$ cat config.mk
export PLATFORM = sky130hd
export DESIGN_NAME = microwave_cook_sequencer_flat
export DESIGN_NICKNAME = d
export VERILOG_FILES = /design/src/rtl/microwave_cook_sequencer_if.sv /design/src/rtl/microwave_cook_sequencer.sv /design/src/flat_wrapper.sv
export SDC_FILE = /design/constraint.sdc
export NUM_CORES = 1
export LEC_CHECK = 0
export ABC_AREA = 1
export CORE_UTILIZATION = 30
export CTS_BUF_LIST = sky130_fd_sc_hd__clkbuf_4 sky130_fd_sc_hd__clkbuf_8
export CTS_CLUSTER_DIAMETER = 60
export DETAILED_ROUTE_END_ITERATION = 8
export SLEW_MARGIN = 20
export SYNTH_ARGS = -nofsm -noshare
export SYNTH_HDL_FRONTEND = slang
export SYNTH_SLANG_ARGS = --single-unit
$ cat constraint.sdc
create_clock -name clk -period 2.1 [get_ports clk]
set_input_delay 0.315 -clock clk [delete_from_list [all_inputs] [get_ports clk]]
set_output_delay 0.315 -clock clk [all_outputs]
set_load 0.005 [all_outputs]
$ cat src/rtl/microwave_cook_sequencer_if.sv
// Button/door inputs and display/motor/buzzer outputs of the cook sequencer.
interface microwave_cook_sequencer_if;
  logic        add_pulse;
  logic        sub_pulse;
  logic        start_pulse;
  logic        cancel_pulse;
  logic        door;
  logic [13:0] run_time;
  logic [2:0]  mode;
  logic        motor_en;
  logic        done_beep;
  logic        door_reject;

  modport master (
    output add_pulse, sub_pulse, start_pulse, cancel_pulse, door,
    input  run_time, mode, motor_en, done_beep, door_reject
  );

  modport slave (
    input  add_pulse, sub_pulse, start_pulse, cancel_pulse, door,
    output run_time, mode, motor_en, done_beep, door_reject
  );
endinterface

$ cat src/rtl/microwave_cook_sequencer.sv
// Microwave cook sequencer: owns the cook-time register, the one-second
// countdown prescaler and the cook state machine, and enforces the door
// interlock. Per cycle only the highest-priority event that has an effect in
// the current state acts (cancel > door > start > tick > add > sub).
module microwave_cook_sequencer #(
  parameter int TICK_CYCLES = 100_000_000,
  parameter int STEP_SEC    = 30,
  parameter int MAX_SEC     = 5999,
  parameter int DONE_SEC    = 3
) (
  input logic                        clk,
  input logic                        reset,
  microwave_cook_sequencer_if.slave  bus
);

  localparam int PW = (TICK_CYCLES > 1) ? $clog2(TICK_CYCLES) : 1;
  localparam int DW = (DONE_SEC > 1) ? $clog2(DONE_SEC) : 1;
  localparam logic [PW-1:0] TICK_LAST = PW'(TICK_CYCLES - 1);
  localparam logic [DW-1:0] DONE_LAST = DW'(DONE_SEC - 1);
  localparam logic [13:0]   STEP_T    = 14'(STEP_SEC);
  localparam logic [13:0]   MAX_T     = 14'(MAX_SEC);

  typedef enum logic [2:0] {
    ST_IDLE  = 3'd0,
    ST_SET   = 3'd1,
    ST_RUN   = 3'd2,
    ST_PAUSE = 3'd3,
    ST_DONE  = 3'd4
  } state_t;

  // Add one step with a 15-bit intermediate, clamped at the ceiling.
  function automatic logic [13:0] sat_add(input logic [13:0] cur);
    logic [14:0] sum;
    sum = {1'b0, cur} + {1'b0, STEP_T};
    if (sum > {1'b0, MAX_T}) begin
      sat_add = MAX_T;
    end else begin
      sat_add = sum[13:0];
    end
  endfunction

  // Remove one step, clamped at zero.
  function automatic logic [13:0] sat_sub(input logic [13:0] cur);
    if (cur > STEP_T) begin
      sat_sub = cur - STEP_T;
    end else begin
      sat_sub = 14'd0;
    end
  endfunction

  state_t         state_r, state_s;
  logic [13:0]    run_time_r, run_time_s;
  logic [PW-1:0]  presc_r, presc_s, presc_adv_s;
  logic [DW-1:0]  done_cnt_r, done_cnt_s;
  logic           motor_en_r, done_beep_r, door_reject_r;
  logic           done_beep_s, door_reject_s;
  logic           tick_s;
  logic [13:0]    add_val_s, sub_val_s;
  logic           any_pulse_s;

  assign tick_s      = (presc_r == TICK_LAST);
  assign presc_adv_s = tick_s ? {PW{1'b0}} : (presc_r + PW'(1));
  assign add_val_s   = sat_add(run_time_r);
  assign sub_val_s   = sat_sub(run_time_r);
  assign any_pulse_s = bus.add_pulse | bus.sub_pulse | bus.start_pulse | bus.cancel_pulse;

  // Next-state, cook time, prescaler and done-counter decisions.
  always_comb begin
    state_s       = state_r;
    run_time_s    = run_time_r;
    presc_s       = presc_r;
    done_cnt_s    = done_cnt_r;
    done_beep_s   = 1'b0;
    door_reject_s = 1'b0;
    case (state_r)
      ST_IDLE: begin
        presc_s = {PW{1'b0}};
        if (bus.add_pulse) begin
          run_time_s = STEP_T;
          state_s    = ST_SET;
        end else begin
          run_time_s = 14'd0;
        end
      end
      ST_SET: begin
        presc_s = {PW{1'b0}};
        if (bus.cancel_pulse) begin
          run_time_s = 14'd0;
          state_s    = ST_IDLE;
        end else if (bus.start_pulse) begin
          if (bus.door) begin
            door_reject_s = 1'b1;
          end else begin
            state_s = ST_RUN;
          end
        end else if (bus.add_pulse) begin
          run_time_s = add_val_s;
        end else if (bus.sub_pulse) begin
          run_time_s = sub_val_s;
          if (sub_val_s == 14'd0) begin
            state_s = ST_IDLE;
          end else begin
            state_s = ST_SET;
          end
        end else begin
          state_s = ST_SET;
        end
      end
      ST_RUN: begin
        if (bus.cancel_pulse) begin
          run_time_s = 14'd0;
          presc_s    = {PW{1'b0}};
          state_s    = ST_IDLE;
        end else if (bus.door || bus.start_pulse) begin
          // Prescaler holds so the second in progress resumes where it left off.
          state_s = ST_PAUSE;
        end else if (tick_s) begin
          presc_s = presc_adv_s;
          if (run_time_r <= 14'd1) begin
            run_time_s  = 14'd0;
            done_cnt_s  = {DW{1'b0}};
            done_beep_s = 1'b1;
            state_s     = ST_DONE;
          end else begin
            run_time_s = run_time_r - 14'd1;
          end
        end else begin
          presc_s = presc_adv_s;
          if (bus.add_pulse) begin
            run_time_s = add_val_s;
          end else begin
            run_time_s = run_time_r;
          end
        end
      end
      ST_PAUSE: begin
        if (bus.cancel_pulse) begin
          run_time_s = 14'd0;
          presc_s    = {PW{1'b0}};
          state_s    = ST_IDLE;
        end else if (bus.start_pulse) begin
          if (bus.door) begin
            door_reject_s = 1'b1;
          end else begin
            state_s = ST_RUN;
          end
        end else if (bus.add_pulse) begin
          run_time_s = add_val_s;
        end else if (bus.sub_pulse) begin
          run_time_s = sub_val_s;
          if (sub_val_s == 14'd0) begin
            presc_s = {PW{1'b0}};
            state_s = ST_IDLE;
          end else begin
            state_s = ST_PAUSE;
          end
        end else begin
          state_s = ST_PAUSE;
        end
      end
      ST_DONE: begin
        run_time_s = 14'd0;
        if (any_pulse_s || bus.door) begin
          presc_s    = {PW{1'b0}};
          done_cnt_s = {DW{1'b0}};
          state_s    = ST_IDLE;
        end else if (tick_s) begin
          presc_s = presc_adv_s;
          if (done_cnt_r == DONE_LAST) begin
            presc_s    = {PW{1'b0}};
            done_cnt_s = {DW{1'b0}};
            state_s    = ST_IDLE;
          end else begin
            done_cnt_s = done_cnt_r + DW'(1);
          end
        end else begin
          presc_s = presc_adv_s;
        end
      end
      default: begin
        state_s    = ST_IDLE;
        run_time_s = 14'd0;
        presc_s    = {PW{1'b0}};
        done_cnt_s = {DW{1'b0}};
      end
    endcase
  end

  // State, cook-time, prescaler and done-counter registers.
  always_ff @(posedge clk or posedge reset) begin
    if (reset) begin
      state_r    <= ST_IDLE;
      run_time_r <= 14'd0;
      presc_r    <= {PW{1'b0}};
      done_cnt_r <= {DW{1'b0}};
    end else begin
      state_r    <= state_s;
      run_time_r <= run_time_s;
      presc_r    <= presc_s;
      done_cnt_r <= done_cnt_s;
    end
  end

  // Registered motor enable and one-cycle status pulses, aligned with mode.
  always_ff @(posedge clk or posedge reset) begin
    if (reset) begin
      motor_en_r    <= 1'b0;
      done_beep_r   <= 1'b0;
      door_reject_r <= 1'b0;
    end else begin
      motor_en_r    <= (state_s == ST_RUN);
      done_beep_r   <= done_beep_s;
      door_reject_r <= door_reject_s;
    end
  end

  assign bus.mode        = state_r;
  assign bus.run_time    = run_time_r;
  assign bus.motor_en    = motor_en_r;
  assign bus.done_beep   = done_beep_r;
  assign bus.door_reject = door_reject_r;

endmodule

$ cat src/flat_wrapper.sv
// flat-port wrapper written by rule: the top's interface ports become plain ports
module microwave_cook_sequencer_flat 
#(
  parameter int TICK_CYCLES = 100_000_000,
  parameter int STEP_SEC    = 30,
  parameter int MAX_SEC     = 5999,
  parameter int DONE_SEC    = 3
)
  (clk, reset, bus_add_pulse, bus_sub_pulse, bus_start_pulse, bus_cancel_pulse, bus_door, bus_run_time, bus_mode, bus_motor_en, bus_done_beep, bus_door_reject);
  microwave_cook_sequencer_if bus_i ();
  input logic clk;
  input logic reset;
  input wire logic [$bits(bus_i.add_pulse)-1:0] bus_add_pulse;
  input wire logic [$bits(bus_i.sub_pulse)-1:0] bus_sub_pulse;
  input wire logic [$bits(bus_i.start_pulse)-1:0] bus_start_pulse;
  input wire logic [$bits(bus_i.cancel_pulse)-1:0] bus_cancel_pulse;
  input wire logic [$bits(bus_i.door)-1:0] bus_door;
  output wire logic [$bits(bus_i.run_time)-1:0] bus_run_time;
  output wire logic [$bits(bus_i.mode)-1:0] bus_mode;
  output wire logic [$bits(bus_i.motor_en)-1:0] bus_motor_en;
  output wire logic [$bits(bus_i.done_beep)-1:0] bus_done_beep;
  output wire logic [$bits(bus_i.door_reject)-1:0] bus_door_reject;
  assign bus_i.add_pulse = bus_add_pulse;
  assign bus_i.sub_pulse = bus_sub_pulse;
  assign bus_i.start_pulse = bus_start_pulse;
  assign bus_i.cancel_pulse = bus_cancel_pulse;
  assign bus_i.door = bus_door;
  assign bus_run_time = bus_i.run_time;
  assign bus_mode = bus_i.mode;
  assign bus_motor_en = bus_i.motor_en;
  assign bus_done_beep = bus_i.done_beep;
  assign bus_door_reject = bus_i.door_reject;
  microwave_cook_sequencer #(.TICK_CYCLES(TICK_CYCLES), .STEP_SEC(STEP_SEC), .MAX_SEC(MAX_SEC), .DONE_SEC(DONE_SEC)) u_core (.clk(clk), .reset(reset), .bus(bus_i));
endmodule
* Word level (Yosys, flattened, before mapping)
Index checks and enable logic that the tools add are counted.
Storage, ports and cells: register bits 49, logic and storage cells 110
Operators by class: $add $sub $neg 5, $lt $le $gt $ge 3, equal/unequal tests 20, mux-type cells 62, bitwise gates (word level) 4, reduce and logical (&&, ||, !) cells 9
Operators by type and width (number):
- $mux 27 | 11
- $mux 14 | 11
- $pmux 27 s3 | 1
- $mux 3 | 15
- $pmux 14 s3 | 1
- $add 27x1->27 const B | 1
- $eq 27x27->1 const B | 1
- $mux 2 | 9
- $add 14x5->15 const B | 1
- $gt 15x13->1 const B | 1
- $pmux 3 s5 | 1
- $gt 14x5->1 const B | 1
- $le 14x1->1 const B | 1
- $logic_not 14->1 | 1
- $sub 14x1->14 const B | 1
- $sub 14x5->14 const B | 1
- $ne 3x3->1 const B | 4
- $mux 1 | 11
- $eq 3x2->1 const B | 3
- $ne 3x2->1 const B | 2
- $pmux 2 s3 | 1
- $reduce_and 6->1 | 1
- $mux 5 | 1
- $reduce_and 5->1 | 1
- other kinds (16) | 21

* Logic depth before layout (Yosys ltp)
Gate-level depths: netlist (run 1).
depth in word-level cells 10, mapped depth 20

* Worst setup path after synthesis (run 1)
Ideal clock, no wire load.
path type register -> register, start point reg u_core.run_time_r[1], in the netlist u_core.bus.run_time[1], end point reg u_core.run_time_r[8], in the netlist u_core.bus.run_time[8], setup time 0.116 ns, data arrival time 2.121 ns, required time 1.984 ns, setup slack -0.137 ns, cell stages (with the launch flop) 19, buffers on the path 1, clock period less this slack 2.237 ns, cell sequence dfrtp_1 -> inv_1 -> ha_1 -> nand2_1 -> nand2_1 -> nor2_1 -> xor2_1 -> nand2_1 -> nand2_1 -> nand2_1 -> nand2_1 -> buf_2 -> nand3_1 -> nand2_1 -> nand2_1 -> nand2_1 -> nand2_1 -> nand2_1 -> nand2_1
On the way: longest elaborated chain between the ends 8
Ends and longest elaborated chain:
- start: declaration | line microwave_cook_sequencer.sv:52 | logic [13:0] run_time_r, run_time_s;
- start signal: assignment | line microwave_cook_sequencer.sv:198 | run_time_r <= run_time_s;
- $add 14x5->15 | line microwave_cook_sequencer.sv:34 | sum = {1'b0, cur} + {1'b0, STEP_T};
- $gt 15x13->1 | line microwave_cook_sequencer.sv:35 | if (sum > {1'b0, MAX_T}) begin
- $mux 14 | line microwave_cook_sequencer.sv:35
- $mux 14 | line microwave_cook_sequencer.sv:129 | if (bus.add_pulse) begin
- $mux 14 | line microwave_cook_sequencer.sv:117 | end else if (tick_s) begin
- $mux 14 | line microwave_cook_sequencer.sv:114 | end else if (bus.door || bus.start_pulse) begin
- $mux 14 | line microwave_cook_sequencer.sv:110 | if (bus.cancel_pulse) begin
- $pmux 14 s3 * | line microwave_cook_sequencer.sv:75 | case (state_r)
Every way passes the cells marked *; elsewhere a longest branch is shown, timed or not. The select of a mux whose other input is x is not followed. A chain may end at the register's enable or synchronous reset.

* Final worst setup path (run 1)
start point reg u_core.run_time_r[1], in the netlist u_core.bus.run_time[1], end point reg u_core.presc_r[19]
On the way: longest elaborated chain between the ends 5
Ends and longest elaborated chain:
- $sub 14x5->14 / $gt 14x5->1 (equally long branches) | line microwave_cook_sequencer.sv:45, microwave_cook_sequencer.sv:44
- $mux 14 * | line microwave_cook_sequencer.sv:44 | if (cur > STEP_T) begin
- $logic_not 14->1 * | line microwave_cook_sequencer.sv:151 | if (sub_val_s == 14'd0) begin
- $ne 3x2->1 (no line) *
- $reduce_and 5->1 (no line) *
- end signal: assignment | line microwave_cook_sequencer.sv:194 | presc_r <= {PW{1'b0}};
- end signal: assignment | line microwave_cook_sequencer.sv:199 | presc_r <= presc_s;
- end: declaration | line microwave_cook_sequencer.sv:53 | logic [PW-1:0] presc_r, presc_s, presc_adv_s;
Every way passes the cells marked *; elsewhere a longest branch is shown, timed or not.

==> results of run 1 <==
==> repair_timing <==
action	4_1_cts	5_1_grt
resized for setup	80	141
buffers inserted	13	28
endpoints found under the setup margin	46	49
gates cloned	3	2
pin swaps	20	33
==> layer usage <==
| metal | part of all wire | vias up |
|---|---|---|
| met5 | 0 | - |
| met4 | 0.037 | 0 |
| met3 | 0.047 | 49 |
| met2 | 0.51 | 174 |
| met1 | 0.41 | 2923 |
| li1 | - | 3056 |
==> worst paths after layout <==
check                                       start                endpoint  slack [ps]  cells past startpoint
min in group clk             u_core.done_cnt_r[1]    u_core.done_cnt_r[1]         520                      2
min                                         reset  u_core.bus.run_time[8]         260                      2
max                        u_core.bus.run_time[1]      u_core.presc_r[19]        -300                     17
max in group asynchronous                   reset      u_core.presc_r[16]        1290                      3
max reg2reg                u_core.bus.run_time[1]      u_core.presc_r[19]        -300                     17
min reg2reg                  u_core.done_cnt_r[1]    u_core.done_cnt_r[1]         520                      2
==> cells in the final DEF (no fill, tap or decap), drive strengths merged <==
| cell type | netlist | layout |
|---|---|---|
| o21ai | 54 | 54 |
| clkdlybuf4s50 | 0 | 25 |
| o221ai | 1 | 1 |
| nor2 | 95 | 95 |
| a31oi | 1 | 1 |
| o32ai | 1 | 1 |
| clkinv | 4 | 6 |
| o31ai | 7 | 7 |
| ha | 7 | 7 |
| buf | 17 | 212 |
| nand2 | 244 | 244 |
| o22ai | 1 | 1 |
| xnor2 | 3 | 3 |
| xor2 | 34 | 34 |
| nand4 | 19 | 19 |
| and2 | 1 | 1 |
| nand3b | 6 | 6 |
| nor3 | 18 | 18 |
| a21boi | 1 | 1 |
| clkbuf | 11 | 7 |
| o21a | 1 | 1 |
| dfrtp | 49 | 49 |
| nand3 | 91 | 91 |
| nor4 | 21 | 21 |
| a21oi | 15 | 15 |
| o21bai | 1 | 1 |
| inv | 100 | 100 |
| dlymetal6s2s | 0 | 1 |
| o211ai | 1 | 1 |
| or2 | 2 | 2 |
| bufinv | 0 | 1 |
==> cell families (layout without fill, tap and decap cells) <==
kind of cell	Yosys count	count (layout)
AO/OA/AOI/OAI	84	84
XOR/XNOR	37	37
adder cells (fa/ha/maj)	7	7
buffers and inverters	132	352
flip-flops	49	49
AND/OR/NAND/NOR	497	497
==> per-stage QoR <==
step | total power [mW] | TNS, ps | std cells
finish | 10.1 | -10370 | 1246
floorplan | 4.38 | -24.3 | 806
detailed placement | 7.17 | -14520 | 1195
global placement | 7.16 | -15010 | 1195
global route | 10.8 | -15330 | 1246
CTS | 8.75 | -8830 | 1219
==> power groups by stage <==
stage / sequential, mW / combinational (mW) / clock (mW)
6_report: 1.22 / 8.13 / 0.768
5_1_grt: 1.24 / 8.72 / 0.819
4_1_cts: 1.22 / 6.74 / 0.786
3_5_place_dp: 1.24 / 5.94 / 0
3_3_place_gp: 1.23 / 5.93 / 0
2_1_floorplan: 1.23 / 3.15 / 0
==> cell type report <==
type	count	area [um^2]	share of cell area
clock inverter	3	43.8	0.00539
inverter	104	422	0.0519
clock buffer	5	68.8	0.00847
multi-input combinational	625	3970	0.488
tap	220	275	0.0339
timing repair buffer	240	2120	0.261
sequential	49	1230	0.151
==> registers in the layout, indices dropped and copies added, names as in the netlist <==
signal / cells
u_core.presc_r: 27
u_core.bus.motor_en: 1
u_core.bus.mode: 3
u_core.done_cnt_r: 2
u_core.bus.done_beep: 1
u_core.bus.run_time: 14
u_core.bus.door_reject: 1
==> cell usage after synthesis, drive strengths merged (2+ instances only) <==
library cell and number:
nor3 18, xnor2 3, dfrtp 49, nand3b 6
o31ai 7, or2 2, o21ai 54, ha 7
nand3 91, nand2 244, nand4 19, nor2 95
clkinv 4, xor2 34, clkbuf 11, nor4 21
a21oi 15, buf 17, inv 100
==> results.toml, run 1 <==
[outcome]
status = "finished, violations left"
violations = "setup timing"

[setup_path]
path_cells = "buf_6 -> ha_4 -> nand3_4 -> buf_6 -> nand2_2 -> xor2_1 -> inv_1 -> nand2_2 -> nand2_1 -> nor2_1 -> nand3b_1 -> nand2_2 -> nand4_4 -> buf_6 -> clkbuf_16 -> nand2_4 -> o21ai_2"
slowest_delay_ps = 440
critPathKind = "flip-flop to flip-flop"
slowest_stage = "dfrtp_2"
critPathArrivalTime_ps = 2640
cp_max_fo = 6
end_kind = "flip-flop"
start_kind = "flip-flop"
cp.required_ps = 2340
path_buf_inv = 5
cp_top_family = "simple AND/OR/NAND/NOR gates"

[finish]
drive_gt1_frac = 0.399
syn_to_final_growth_pct = 60.1
finish.utilization = 0.492
diodes = 0
finalNetCount = 1039
fillers = 1624
final_area_um2 = 8130

[clocking]
cts_sinks = 49
clock_path_buffers = 2
cts_root_buf = "clkbuf_8"
cts.htree.levels = 2
cts_hold_buf = 0
clock_latency_ps = 340
clkTransAtPathRegs_ps = 110
cts_buffers = 5
cts_tree = "yes"

[logic_synthesis]
syn_nets = 820
synthFlopType = "dfrtp_1"
synth_top_area_cell = "dfrtp_1"
synth_compound_gate_area_share = 0.112
synthTopCellsByArea = "dfrtp_1 24%, nand2_1 16%, nand3_1 8.6%, inv_1 7.0%, nor2_1 6.4%"
netlist_instances = 806
syn_area_per_cell_um2 = 6.30
synth.distinct_cells = 42
synth_xor_xnor_area_share = 0.0638
ys_seq_area_frac = 0.242
ys_ff_latch = 49
synthAdderAreaFrac = 0.0173
ys.warnings.count = 0
synth.area.mux_share = 0
synth_edf_count = 0
postSynth.asyncResetShare = 1.00
synth_top_cell_area_share = 0.242
synth_top_family_by_area = "simple AND/OR/NAND/NOR gates"
synthSimpleGateAreaFrac = 0.454
synth_area_um2 = 5080

[sta]
min_period_over_period = 1.14
rsz0062_at_grt = "yes"
fin_worst_skew_ps = 10.2
finalHoldViolCount = 0
worst_hold_slack_ps = 261
setup_violations = 46
fmax_ghz = 0.416
slew_headroom = 0.667
slew_violations = 0
min_period_ps = 2400
fin_ws_ps = -301
worstMarginPinSlew_ps = 495

[job]
maxCapViolCount = 0

[power_and_ir_drop]
power_frac_seq = 0.121
switching_share = 0.473
p_leak_nw = 4.18
powerDensity_nw_per_um2 = 1250
p_int_mw = 5.33
switching_power_mw = 4.79
max-vdd-ir-drop_uv = 941
clkPwrFrac = 0.076
combPwrFrac = 0.803

[place]
gp_congestion = 0.978
io_buffers = 26
dpl-instance-area_um2 = 6770
hpwl_um = 14100
post-place-ws_ps = -559

[floorplan]
start_util = 0.307
fp.dieW_um = 132
dieArea_um2 = 17400
die_h_um = 132
core_area_um2 = 16500
io_pins = 27
num_rows = 47

[drt]
dr.pass1.iters = 5
drt_iter0_markers = 458
antenna_left = 0
wl_um = 19700
routedWlPerCell_um = 15.8
route.detailed.drc = 0
via_per_inst = 4.98
num_vias = 6202

[grt]
grt_pass1_vias = 6070
grt.met1_usage = 0.268
globalRouteMet3Util = 0.0338
busiest_layer = "met2"
track_usage = 0.221
antenna_found_initial = 0
gr-total-overflow = 0
grt_max_degree = 38
met2_usage = 0.388
grt_first_pass_wirelength_um = 30600

[worst_hold_path]
hp-class = "input pin to asynchronous set/reset pin"
(Power assumes the default switching activity.)
==> inputs of run 2 (changes only) <==
--- a/config.mk
+++ b/config.mk
@@ -6,6 +6,7 @@
 export NUM_CORES = 1
 export LEC_CHECK = 0
 export ABC_AREA = 1
+export CORE_ASPECT_RATIO = 1.75
 export CORE_UTILIZATION = 30
 export CTS_BUF_LIST = sky130_fd_sc_hd__clkbuf_4 sky130_fd_sc_hd__clkbuf_8
 export CTS_CLUSTER_DIAMETER = 60
==> constraint.sdc (replaced) <==
create_clock -name clk -period 2.2 [get_ports clk]
set_input_delay 0.33 -clock clk [delete_from_list [all_inputs] [get_ports clk]]
set_output_delay 0.33 -clock clk [all_outputs]
set_load 0.005 [all_outputs]
==> run 2 against run 1 <==
The flow still finishes with violations (setup timing). Critical path type unchanged. Hold slack improved by 91 ps. First-iteration DRC count fell by 37%. Sequential power fell by 3%.
==> results.toml, run 2 (synthesis gave the netlist of run 1 again) <==
[clocking]
clock_latency_ps = 330
cts_buffers = 5
cts.htree.levels = 2
cts_tree = "yes"
clkTransAtPathRegs_ps = 110
cts_root_buf = "clkbuf_8"
clock_path_buffers = 2
cts_hold_buf = 0
cts_sinks = 49

[power_and_ir_drop]
p_leak_nw = 3.50
p_int_mw = 4.38
switching_share = 0.493
combPwrFrac = 0.793
max-vdd-ir-drop_uv = 821
switching_power_mw = 4.25
powerDensity_nw_per_um2 = 1190
power_frac_seq = 0.136
finalPower_mw = 8.63
clkPwrFrac = 0.071

[sta]
slew_violations = 0
fin_ws_ps = -148
fin_worst_skew_ps = 12.2
min_period_ps = 2350
worstMarginPinSlew_ps = 582
min_period_over_period = 1.07
fmax_ghz = 0.426
slew_headroom = 0.609
setup_violations = 36
finalHoldViolCount = 0
rsz0062_at_grt = "yes"

[drt]
dr.pass1.iters = 7
num_vias = 6086
wl_um = 19800
antenna_left = 0
via_per_inst = 4.98
routedWlPerCell_um = 16.2
drt_iter0_markers = 287
route.detailed.drc = 0

[finish]
finalNetCount = 1012
largest_register = "u_core.presc_r"
diodes = 0
largest_register_ffs = 27
syn_to_final_growth_pct = 42.9
final_cell_mix = "209 x nand2_1, 176 x buf_4, 88 x inv_1, 83 x nand3_1, 74 x nor2_1"
final_common_cell = "nand2_1"
drive_gt1_frac = 0.326
fillers = 1787

[floorplan]
fp.dieW_um = 100
core_area_um2 = 16400
start_util = 0.309
num_rows = 62
dieArea_um2 = 17500
die_h_um = 174
io_pins = 27

[worst_hold_path]
hp-class = "input pin to asynchronous set/reset pin"

[place]
gp_congestion = 0.991
io_buffers = 26
hpwl_um = 15800
post-place-ws_ps = -289

[grt]
grt_first_pass_wirelength_um = 30800
grt_max_degree = 50
antenna_found_initial = 0
gr-total-overflow = 0
track_usage = 0.230
grt_pass1_vias = 6225

[setup_path]
critPathKind = "flip-flop to flip-flop"
critPathArrivalTime_ps = 2580
cp_max_fo = 3
cp.required_ps = 2430
start_kind = "flip-flop"
end_kind = "flip-flop"

[job]
maxCapViolCount = 0

[outcome]
status = "finished, violations left"
violations = "setup timing"
## run 2: changes by cell type in the layout (fill, tap and decap cells not counted), moves of 3 or more
cell | previous run | this run
buf_6 | 27 | 4
ha_1 | 1 | 4
ha_4 | 4 | 1
inv_2 | 9 | 12
inv_6 | 3 | 0
nand2_1 | 187 | 209
nand2_2 | 24 | 33
nand2_4 | 32 | 2
nand3_1 | 66 | 83
nand3_2 | 18 | 4
nand3_4 | 7 | 4
nor2_1 | 71 | 74
o21ai_0 | 11 | 14
xor2_1 | 31 | 34
## run 2: power groups by stage
stage | clock (mW) | combinational (mW) | sequential [mW]
final | 0.615 | 6.84 | 1.18
after global routing | 0.650 | 7.33 | 1.19
after CTS | 0.628 | 6.41 | 1.17
after detailed placement | 0 | 5.88 | 1.19
after global placement | 0 | 5.87 | 1.18
after floorplan | 0 | 3.00 | 1.17
## run 2: repair_timing
| action | in CTS | in global routing |
|---|---|---|
| pin swaps | 6 | 5 |
| cloned | 1 | 1 |
| buffers inserted | 13 | 8 |
| endpoints found under the setup margin | 46 | 48 |
| gates resized for setup | 37 | 41 |
## run 2: final timing paths
path	from	end	slack (ps)	depth (start not counted)
min reg2reg	u_core.done_cnt_r[1]	u_core.done_cnt_r[1]	520	2
max in group asynchronous	reset	u_core.bus.run_time[7]	1560	3
min	reset	u_core.bus.done_beep	350	3
max	u_core.bus.run_time[6]	u_core.bus.motor_en	-150	15
max reg2reg	u_core.bus.run_time[6]	u_core.bus.motor_en	-150	15
min in group clk	u_core.done_cnt_r[1]	u_core.done_cnt_r[1]	520	2
## run 2: through the flow
stage,instances,setup TNS [ps],hold slack (ps),instance area [um^2],utilization
2_1_floorplan,806,0,448,5080,-
3_3_place_gp,1192,-5420,474,6740,0.410
3_5_place_dp,1192,-6560,498,6740,0.410
4_1_cts,1214,-982,372,7040,0.428
5_1_grt,1223,-8900,389,7250,0.441
6_report,1223,-2530,352,7250,0.441
## run 2: layer usage
metal	share of wire	track usage	vias up
li1	-	-	2990
met1	0.33	0.209	2775
met2	0.55	0.445	211
met3	0.031	0.0217	110
met4	0.091	0.187	0
met5	0	0	-
## run 2: critical path, cell delays in order, from the launching register on
cell	delay (ps)
dfrtp_1	410
clkinv_2	80
nand2_4	60
nor2_4	170
nand2_1	130
buf_6	140
xor2_1	140
inv_1	80
nand2_1	80
buf_4	110
nand4_1	230
nor3_2	200
nand3_1	90
nand3_1	70
nand2_1	80
nor2_2	210
## run 2: cell type report
class / count / area, um^2 / share of cell area
clock inverters: 2 / 15.0 / 0.00207
flip-flops and latches: 49 / 1230 / 0.170
repair buffers: 213 / 1770 / 0.244
multi-input cells: 625 / 3480 / 0.480
inverters: 104 / 394 / 0.0543
well taps: 224 / 280 / 0.0386
clock buffers: 6 / 76.3 / 0.0105
